### config.mk
export PLATFORM = sky130hd
export DESIGN_NAME = fetch_ctrl
export DESIGN_NICKNAME = d
export VERILOG_FILES = /design/src/rtl/fetch_ctrl.sv
export SDC_FILE = /design/constraint.sdc
export NUM_CORES = 1
export LEC_CHECK = 0
export ABC_CLOCK_PERIOD_IN_PS = 3200
export CAP_MARGIN = 20
export CORE_MARGIN = 1
export CORE_UTILIZATION = 39
export DETAILED_ROUTE_END_ITERATION = 8
export GPL_ROUTABILITY_DRIVEN = 0
export HOLD_SLACK_MARGIN = 0.05
export PLACE_DENSITY = 0.91
export SYNTH_ARGS = -nofsm -noshare
export SYNTH_HDL_FRONTEND = slang
export SYNTH_SLANG_ARGS = --single-unit
### constraint.sdc
create_clock -name clk -period 3.2 [get_ports clk]
set_input_delay 0.32 -clock clk [delete_from_list [all_inputs] [get_ports clk]]
set_output_delay 0.32 -clock clk [all_outputs]
set_load 0.005 [all_outputs]
### src/rtl/fetch_ctrl.sv
// fetch_ctrl: instruction-fetch sequencer for a small combinational ROM.
// Owns the program counter, registers each fetched word into a one-entry
// valid/ready output stage, and handles branch redirect/flush and halt.
// Optional build macro FETCH_PERF_CNT_EN adds the fetch_cnt/flush_cnt
// performance counters; without it those ports and their logic are absent.
module fetch_ctrl #(
   parameter int                  BIT_ADDR  = 32,
   parameter int                  BIT_DATO  = 32,
   parameter int                  NREG      = 16,
   parameter int                  RESET_PC  = 0,
   parameter logic [BIT_DATO-1:0] HALT_WORD = 32'hFFFF_FFFF
) (
   input  logic                      clk,
   input  logic                      rst,
   input  logic                      start,
   output logic [BIT_ADDR-1:0]       imem_addr,
   input  logic [BIT_DATO-1:0]       imem_data,
   input  logic                      branch_en,
   input  logic [BIT_ADDR-1:0]       branch_target,
   output logic [BIT_DATO-1:0]       ins,
   output logic [$clog2(NREG)-1:0]   ins_pc,
   output logic                      ins_valid,
   input  logic                      ins_ready,
`ifdef FETCH_PERF_CNT_EN
   output logic [31:0]               fetch_cnt,
   output logic [15:0]               flush_cnt,
`endif
   output logic                      halted
);

   localparam int PCW = $clog2(NREG);

   typedef enum logic [1:0] {
      IDLE  = 2'd0,
      FETCH = 2'd1,
      HALT  = 2'd2
   } state_t;

   state_t            state, stateNext;
   logic [PCW-1:0]    pc, pcNext;
   logic [BIT_DATO-1:0] insReg, insNext;
   logic [PCW-1:0]    insPcReg, insPcNext;
   logic              validReg, validNext;
   logic              load;
   logic [PCW-1:0]    target;
   logic              unusedTgtBits;

   // Sequential PC increment that wraps at the ROM depth.
   function automatic logic [PCW-1:0] pcInc(input logic [PCW-1:0] p);
      return (p == PCW'(NREG - 1)) ? '0 : p + 1'b1;
   endfunction

   // Only the low PCW bits of a branch target address the ROM.
   assign target        = branch_target[PCW-1:0];
   assign unusedTgtBits = ^branch_target[BIT_ADDR-1:PCW];

   // The output stage may take a new word when empty or drained this cycle.
   assign load = !validReg || ins_ready;

   // ROM address comes from the PC register only, zero-extended.
   assign imem_addr = BIT_ADDR'(pc);
   assign ins       = insReg;
   assign ins_pc    = insPcReg;
   assign ins_valid = validReg;
   assign halted    = (state == HALT);

   // State, PC and output-stage registers.
   always_ff @(posedge clk) begin
      if (!rst) begin
         state    <= IDLE;
         pc       <= PCW'(RESET_PC);
         insReg   <= '0;
         insPcReg <= '0;
         validReg <= 1'b0;
      end else begin
         state    <= stateNext;
         pc       <= pcNext;
         insReg   <= insNext;
         insPcReg <= insPcNext;
         validReg <= validNext;
      end
   end

   // Next-state and next-register logic; branch beats load and halt detection.
   always_comb begin
      stateNext = state;
      pcNext    = pc;
      insNext   = insReg;
      insPcNext = insPcReg;
      validNext = validReg;
      case (state)
         IDLE: begin
            validNext = 1'b0;
            if (branch_en) pcNext = target;
            if (start) stateNext = FETCH;
         end
         FETCH: begin
            if (branch_en) begin
               pcNext    = target;
               validNext = 1'b0;
            end else if (load) begin
               insNext   = imem_data;
               insPcNext = pc;
               validNext = 1'b1;
               if (imem_data == HALT_WORD) stateNext = HALT;
               else                        pcNext    = pcInc(pc);
            end
         end
         HALT: begin
            if (branch_en) begin
               pcNext    = target;
               validNext = 1'b0;
               stateNext = FETCH;
            end else if (ins_ready) begin
               validNext = 1'b0;
            end
         end
         default: begin
            stateNext = IDLE;
            validNext = 1'b0;
         end
      endcase
   end

`ifdef FETCH_PERF_CNT_EN
   // Saturating increment for the flush counter.
   function automatic logic [15:0] satInc16(input logic [15:0] c);
      return (c == 16'hFFFF) ? c : c + 16'd1;
   endfunction

   // Count accepted transfers (wrapping) and flushes of a valid word (saturating).
   always_ff @(posedge clk) begin
      if (!rst) begin
         fetch_cnt <= '0;
         flush_cnt <= '0;
      end else begin
         if (validReg && ins_ready && !branch_en) fetch_cnt <= fetch_cnt + 32'd1;
         if (validReg && branch_en)               flush_cnt <= satInc16(flush_cnt);
      end
   end
`endif

endmodule

Word level (Yosys, flattened, before mapping)
Cells that the tools add are included.
{ "word_totals": {"ff_bits": 43, "in_bits": 69, "wordCells": 46} }
{ "op_classes": {"add_sub_neg": 1, "n_eq_ne": 13, "muxes": 17, "bitwise_logic": 1, "reduce_logical": 9} }
{ "op_table": {"columns": ["op", "count"], "rows": [
  ["$eq 32x32->1 const B", 1],
  ["$mux 4", 5],
  ["$mux 2", 5],
  ["$ne 2x2->1 const B", 5],
  ["$ne 3x3->1 const B", 3],
  ["$pmux 4 s2", 1],
  ["$pmux 2 s3", 1],
  ["$reduce_and 5->1", 1],
  ["$add 4x1->4 const B", 1],
  ["$eq 4x4->1 const B", 1],
  ["$mux 1", 4],
  ["$reduce_and 4->1", 1],
  ["$reduce_and 3->1", 1],
  ["$eq 2x1->1 const B", 1],
  ["$eq 2x2->1 const B", 1],
  ["$logic_not 2->1", 1],
  ["$ne 2x1->1 const B", 1],
  ["$pmux 1 s2", 1],
  ["$reduce_and 2->1", 1],
  ["$reduce_bool 2->1", 1],
  ["$reduce_or 2->1", 1],
  ["$logic_not 1->1", 1],
  ["$logic_or 1x1->1", 1],
  ["$not 1->1", 1]
]} }

Depth between registers and ports, before layout
Gate-level depths: netlist (run 1).
{ "logic_depth": {"word_depth": 6, "ltp_mapped": 7} }

Least setup slack after synthesis (run 1)
Ideal clock, no wire load.
{ "synth_path": {"kind": "in2reg", "start": "in imem_data[14]", "end": "reg pc[2]", "t_arrival_ns": 1.317, "slack_ns": 1.761, "stages": 6, "path_buffers": 1, "path_cell_list": "nand4_1 nor4_1 and2_1 buf_6 nor3_1 a311o_1"} }
{ "synth_between": {"elab_chain_len": 3} }
{ "synth_rtl": {"columns": ["item", "line_no", "rtl"], "rows": [
  ["start: declaration", "17", "input logic [BIT_DATO-1:0] imem_data,"],
  ["$eq 32x32->1", "105", "if (imem_data == HALT_WORD) stateNext = HALT;"],
  ["$ne 3x3->1 (no source line)", null, null],
  ["$reduce_and 4->1 (no source line)", null, null],
  ["end signal: assignment", "71", "pc <= PCW'(RESET_PC);"],
  ["end signal: assignment", "77", "pc <= pcNext;"],
  ["end: declaration", "40", "logic [PCW-1:0] pc, pcNext;"]
]} }
Every way passes these cells.
A chain may end at the register's enable or synchronous reset.

Worst setup path in the final report (run 1)
{ "layout_path": {"start": "in imem_data[11]", "end": "reg pc[2]"} }
The elaborated chain is that of the path after synthesis.

==> results of run 1 <==
## registers in the layout, indices dropped and copies added (netlist names)
name	count
pc	4
ins_valid	1
ins_pc	4
ins	32
state	2
## cell type report
cell class	count	area [um^2]	area share, %
multi-input combinational	201	1050	35.4
sequential	43	861	29.2
timing repair buffer	85	843	28.6
tap	70	87.6	2.97
clock buffer	6	72.6	2.46
clock inverter	1	30.0	1.02
inverter	3	11.3	0.382
## metal layers
metal | up-vias | track usage, % | share of wire [%]
met5 | - | 0 | 0
met4 | 0 | 4.32 | 0.83
met2 | 61 | 32.6 | 53
met3 | 5 | 3.97 | 5.3
met1 | 892 | 18.9 | 41
li1 | 970 | - | -
## final timing paths
path              slack [ns]              endpoint  depth (start not counted)
setup / recovery        1.19    pc[2]$_SDFFE_PN0P_                          6
hold / removal          0.45  ins[25]$_SDFFE_PN0P_                          2
setup reg to reg        1.28  ins[26]$_SDFFE_PN0P_                          6
hold reg to reg         0.45  ins[25]$_SDFFE_PN0P_                          2
## synth_stat cells
library cell   n  area share [%]
a21boi_1      30              11
a221o_1        1            0.47
a311oi_1       1            0.41
a211oi_1       1            0.35
buf_6          4             2.1
nand2b_1       4             1.2
inv_1          3            0.53
conb_1         1            0.18
a21boi_2       1            0.53
clkbuf_1       5            0.89
ha_1           1            0.59
a31oi_1        3            0.89
mux2i_1        2            0.94
and2_4         1            0.41
nor2b_1        3            0.89
dfxtp_1       43              41
nand4_1        8             2.4
nor2_1         5            0.89
nor4_1         2            0.59
a311o_1        1            0.47
buf_4         30              11
a21oi_1        5             1.2
and2b_1        2            0.71
buf_2          3            0.71
a21boi_0       7             2.5
and3_1         1            0.30
nor3_1         3            0.71
a22o_1         1            0.41
nand2_1       81              14
and2_1         2            0.59
and3_2         2            0.71
a211o_1        1            0.41
o21ai_0        4            0.94
## worst register-to-register path, stage by stage (launching register included)
cell	delay [ns]
dfxtp_1	0.43
and2b_1	0.20
and2_4	0.18
and2b_1	0.48
buf_4	0.34
nand2_1	0.09
a21boi_1	0.13
## cells by family after synthesis
| family | synth area share (%) |
|---|---|
| buffers and inverters | 14.9 |
| flip-flops | 40.6 |
| AO/OA/AOI/OAI | 19.2 |
| AND/OR/NAND/NOR | 23.7 |
| other | 0.177 |
| multiplexers | 0.944 |
| adder cells (fa/ha/maj) | 0.590 |
## where the power goes
part / internal, uW / switching [uW]
registers: 559 / 18.4
logic: 116 / 82.1
clock network: 229 / 166
## through the flow
stage | hold WS, ns | total power [uW]
2_1_floorplan | 0.451 | 698
3_3_place_gp | 0.440 | 783
3_5_place_dp | 0.444 | 787
4_1_cts | 0.455 | 1190
5_1_grt | 0.473 | 1230
6_report | 0.451 | 1170
==> results.json, run 1 <==
{
  "outcome": "finished clean",
  "slowest_stage": "clkdlybuf4s50_1",
  "fmax_mhz": 498,
  "hp-start": "ins[25]$_SDFFE_PN0P_",
  "die_h_um": 75.7,
  "cpPeakStageDelay_ns": 0.50,
  "relSlewSlack_pct": 57.8,
  "final_common_cell": "clkdlybuf4s50_1",
  "hold_viol": 0,
  "crit_chain": "clkdlybuf4s50_1 > nand4_1 > nor4_1 > and2_1 > nor3_1 > a311o_1",
  "worstPathArrival_ns": 2.19,
  "power_density_nw_per_um2": 396,
  "worstSetupStartpoint": "imem_data[11]",
  "fill_cells": 472,
  "layout_common_cells": "82 x clkdlybuf4s50_1, 81 x nand2_1, 43 x dfxtp_1, 30 x a21boi_1, 28 x conb_1",
  "grt_setup_unrepaired": "false",
  "max-vdd-ir-drop_v": 0.000187,
  "ctsResizeCount": 0,
  "post-place-ws_ns": 0.881,
  "avgSynthCellArea_um2": 8.09,
  "period_minus_slack_ns": 2.01,
  "htree_levels": 2,
  "slew_viol_final": 0,
  "ys_seq_area_share_pct": 40.6,
  "clk_pin_slew_worst_paths_ns": 0.07,
  "die_width_um": 75.7,
  "first_pass_iters": 4,
  "worstPathMaxFanout": 7,
  "route.detailed.drc": 0,
  "setup-violations-final": 0,
  "grt_pass1_wl_mm": 7.45,
  "clk_latency_ns": 0.29,
  "hold_buffers": 0,
  "cap_violations": 0,
  "post_drt_wl_per_cell_um": 12.1,
  "num_rows": 26,
  "nets": 409,
  "routed_wl_mm": 4.96,
  "tightest_slew_ns": 0.631,
  "antenna_found_initial": 0,
  "end_kind": "flip-flop",
  "hold_class": "reg2reg",
  "crit-reg2reg-launch": "state[0]$_SDFFE_PN0P_",
  "p_leak_uw": 0.00111,
  "vias_per_cell": 4.71,
  "syn_inst": 262,
  "gr-total-overflow": 0,
  "drive_above_1_share_pct": 3.83,
  "cts_tree": "yes",
  "diodes": 0,
  "design_area_um2": 2950,
  "utilization_pct": 57.1,
  "setup-tns-final_ns": 0,
  "crit_type": "in2reg",
  "vias": 1928,
  "numCtsBuffers": 5,
  "timing.final.ws_setup_ns": 1.19,
  "final.setup_skew_ns": 0.00254,
  "worst-path-buf-inv": 1,
  "die_area_um2": 5740,
  "grt_max_degree": 37,
  "dp_hpwl_mm": 3.77,
  "yosysUniqueCellTypes": 33,
  "yosysWarnings": 0,
  "fin_crit_sh_pct": 62.8,
  "io_buffers": 82,
  "place_area_um2": 2850,
  "synth_area_um2": 2120,
  "cts_buffer_depth": 2,
  "dp.cells": 402,
  "core_area_um2": 5170,
  "crit_family": "simple AND/OR/NAND/NOR gates",
  "cts-root-buf": "clkbuf_8",
  "initial_core_util_pct": 41.0,
  "grt_usage_pct": 17.1,
  "cts_setup_buffers": 0,
  "crit_required_ns": 3.38,
  "io_pins": 139,
  "area_growth_syn_to_layout_pct": 39.2,
  "first_global_vias": 1660,
  "ant_nets": 0,
  "drt-initial-drc-count": 75,
  "critPathLaunchType": "input port",
  "final_cells": 409,
  "clock_sinks": 43,
  "ys_seq_elements": 43
}
Power figures use the tool's default switching activity.
==> run 2, diff against run 1 <==
==> config.mk (replaced) <==
export PLATFORM = sky130hd
export DESIGN_NAME = fetch_ctrl
export DESIGN_NICKNAME = d
export VERILOG_FILES = /design/src/rtl/fetch_ctrl.sv
export SDC_FILE = /design/constraint.sdc
export NUM_CORES = 1
export LEC_CHECK = 0
export ABC_CLOCK_PERIOD_IN_PS = 2000
export CAP_MARGIN = 20
export CORE_MARGIN = 1
export CORE_UTILIZATION = 36
export DETAILED_ROUTE_END_ITERATION = 8
export GPL_ROUTABILITY_DRIVEN = 0
export HOLD_SLACK_MARGIN = 0.05
export PLACE_DENSITY = 0.85
export SYNTH_ARGS = -nofsm -noshare
export SYNTH_HDL_FRONTEND = slang
export SYNTH_SLANG_ARGS = --single-unit
==> constraint.sdc (replaced) <==
create_clock -name clk -period 2 [get_ports clk]
set_input_delay 0.2 -clock clk [delete_from_list [all_inputs] [get_ports clk]]
set_output_delay 0.2 -clock clk [all_outputs]
set_load 0.005 [all_outputs]
==> run 2 against run 1 <==
First-iteration DRC count rose by 11%. Clock skew rose by 0.0028 ns. Final cell count rose by 2.2%. Global-route usage rose by 0.38 points. Combinational power rose by 63%. Total power rose by 65%. Register-to-register slack got worse by 0.80 ns. Design area rose by 2.5%. Critical path depth rose by 1. Setup slack got worse by 0.99 ns. Critical path type unchanged. Largest power group unchanged.
==> results.json, run 2 (synthesized netlist as in run 1, its figures left out) <==
{
  "outcome": "finished clean",
  "die_width_um": 78.8,
  "area_growth_syn_to_layout_pct": 42.7,
  "worst-path-buf-inv": 2,
  "num_rows": 27,
  "place_area_um2": 2910,
  "cts_tree": "yes",
  "dp_hpwl_mm": 3.86,
  "crit_required_ns": 2.18,
  "routed_wl_mm": 5.13,
  "worstPathMaxFanout": 4,
  "die_area_um2": 6200,
  "fin_crit_sh_pct": 89.7,
  "core_area_um2": 5610,
  "grt_setup_unrepaired": "false",
  "nets": 415,
  "timing.final.ws_setup_ns": 0.205,
  "clock_sinks": 43,
  "p_leak_uw": 0.00116,
  "drive_above_1_share_pct": 6.07,
  "switchingPower_uw": 446,
  "io_buffers": 82,
  "gr-total-overflow": 0,
  "antenna_found_initial": 0,
  "sw_frac_of_total_pct": 23.1,
  "clk_latency_ns": 0.28,
  "design_area_um2": 3030,
  "initial_core_util_pct": 37.8,
  "worstPathArrival_ns": 1.97,
  "vias": 1958,
  "p_int_uw": 1490,
  "end_kind": "flip-flop",
  "drt-initial-drc-count": 83,
  "cts_buffer_depth": 2,
  "htree_levels": 2,
  "route.detailed.drc": 0,
  "grt_max_degree": 37,
  "final_common_cell": "clkdlybuf4s50_1",
  "setup-tns-final_ns": 0,
  "clk_pin_slew_worst_paths_ns": 0.08,
  "cpPeakStageDelay_ns": 0.49,
  "period_minus_slack_ns": 1.79,
  "crit_type": "in2reg",
  "cts_setup_buffers": 0,
  "clockPowerShare_pct": 35.5,
  "post-place-ws_ns": -0.123,
  "ant_nets": 0,
  "fmax_mhz": 557,
  "largest_register_ffs": 32,
  "grt_usage_pct": 17.5,
  "hold_class": "reg2reg",
  "slew_viol_final": 0,
  "vias_per_cell": 4.68,
  "ctsResizeCount": 0,
  "power_density_nw_per_um2": 639,
  "numCtsBuffers": 5,
  "max-vdd-ir-drop_v": 0.000407,
  "grt_pass1_wl_mm": 8.63,
  "hold_buffers": 0,
  "die_h_um": 78.8,
  "pwr-share-seq_pct": 47.7,
  "critPathLaunchType": "input port",
  "final.setup_skew_ns": 0.00530,
  "layout_common_cells": "82 x clkdlybuf4s50_1, 81 x nand2_1, 43 x dfxtp_1, 30 x a21boi_1, 28 x conb_1",
  "first_global_vias": 1850,
  "cap_violations": 0,
  "io_pins": 139,
  "cts-root-buf": "clkbuf_8",
  "fill_cells": 533,
  "first_pass_iters": 4,
  "combPwrFrac_pct": 16.7,
  "setup-violations-final": 0,
  "post_drt_wl_per_cell_um": 12.3,
  "crit_family": "simple AND/OR/NAND/NOR gates",
  "slowest_stage": "clkdlybuf4s50_1",
  "crit_chain": "clkdlybuf4s50_1 > nand4_1 > nor4_1 > buf_4 > and2_1 > nor3_1 > a311o_1",
  "hold_viol": 0,
  "diodes": 0
}
==> run 2: power groups by stage <==
stage                     clock network (uW)  logic, uW  registers [uW]
after floorplan                            0        174             943
after global placement                     0        318             942
after detailed placement                   0        325             944
after CTS                                707        326             924
after global routing                     752        358             931
final                                    687        323             924
==> run 2: worst paths after layout <==
kind | slack (ns) | endpoint | from | cells past startpoint
min reg2reg | 0.45 | ins[17]$_SDFFE_PN0P_ | ins[17]$_SDFFE_PN0P_ | 2
min | 0.45 | ins[17]$_SDFFE_PN0P_ | ins[17]$_SDFFE_PN0P_ | 2
max | 0.21 | pc[2]$_SDFFE_PN0P_ | imem_data[13] | 7
max reg2reg | 0.48 | pc[2]$_SDFFE_PN0P_ | state[0]$_SDFFE_PN0P_ | 5
==> run 2: area by class of cell <==
cell class	count	area, um^2	share of cell area [%]
multi-input combinational	201	1050	34.6
clock buffer	6	82.6	2.73
clock inverter	2	35.0	1.16
tap	72	90.1	2.98
inverter	3	11.3	0.372
timing repair buffer	91	901	29.8
sequential	43	861	28.4
==> run 2: worst register-to-register path: cells and delay by family (launching register included) <==
family,cells,cell delay [ns]
compound gates,5,1.04
flops,1,0.37
==> run 2: layer usage <==
metal | part of all wire, % | global-route usage, % | wire, um | up-vias
met2 | 51 | 30.6 | 2610 | 76
met3 | 5.3 | 3.45 | 271 | 6
li1 | - | - | - | 978
met1 | 42 | 20.8 | 2180 | 898
met5 | 0 | 0 | 0 | -
met4 | 1.4 | 7.22 | 74 | 0
==> run 2: stage by stage <==
| stage | power, uW | std cells | utilization, % | hold slack (ns) |
|---|---|---|---|---|
| 4_1_cts | 1960 | 418 | 54.0 | 0.456 |
| 6_report | 1930 | 418 | 54.0 | 0.453 |
| 3_3_place_gp | 1260 | 410 | 51.9 | 0.440 |
| 2_1_floorplan | 1120 | 289 | - | 0.335 |
| 3_5_place_dp | 1270 | 410 | 51.9 | 0.445 |
| 5_1_grt | 2040 | 418 | 54.0 | 0.476 |
==> run 3, diff against run 2 <==
--- a/config.mk
+++ b/config.mk
@@ -5,9 +5,7 @@
 export SDC_FILE = /design/constraint.sdc
 export NUM_CORES = 1
 export LEC_CHECK = 0
-export ABC_CLOCK_PERIOD_IN_PS = 2000
 export CAP_MARGIN = 20
-export CORE_MARGIN = 1
 export CORE_UTILIZATION = 36
 export DETAILED_ROUTE_END_ITERATION = 8
 export GPL_ROUTABILITY_DRIVEN = 0
==> results of run 3 <==
Same layout as run 2: the final DEF is identical, and so are final timing and power.
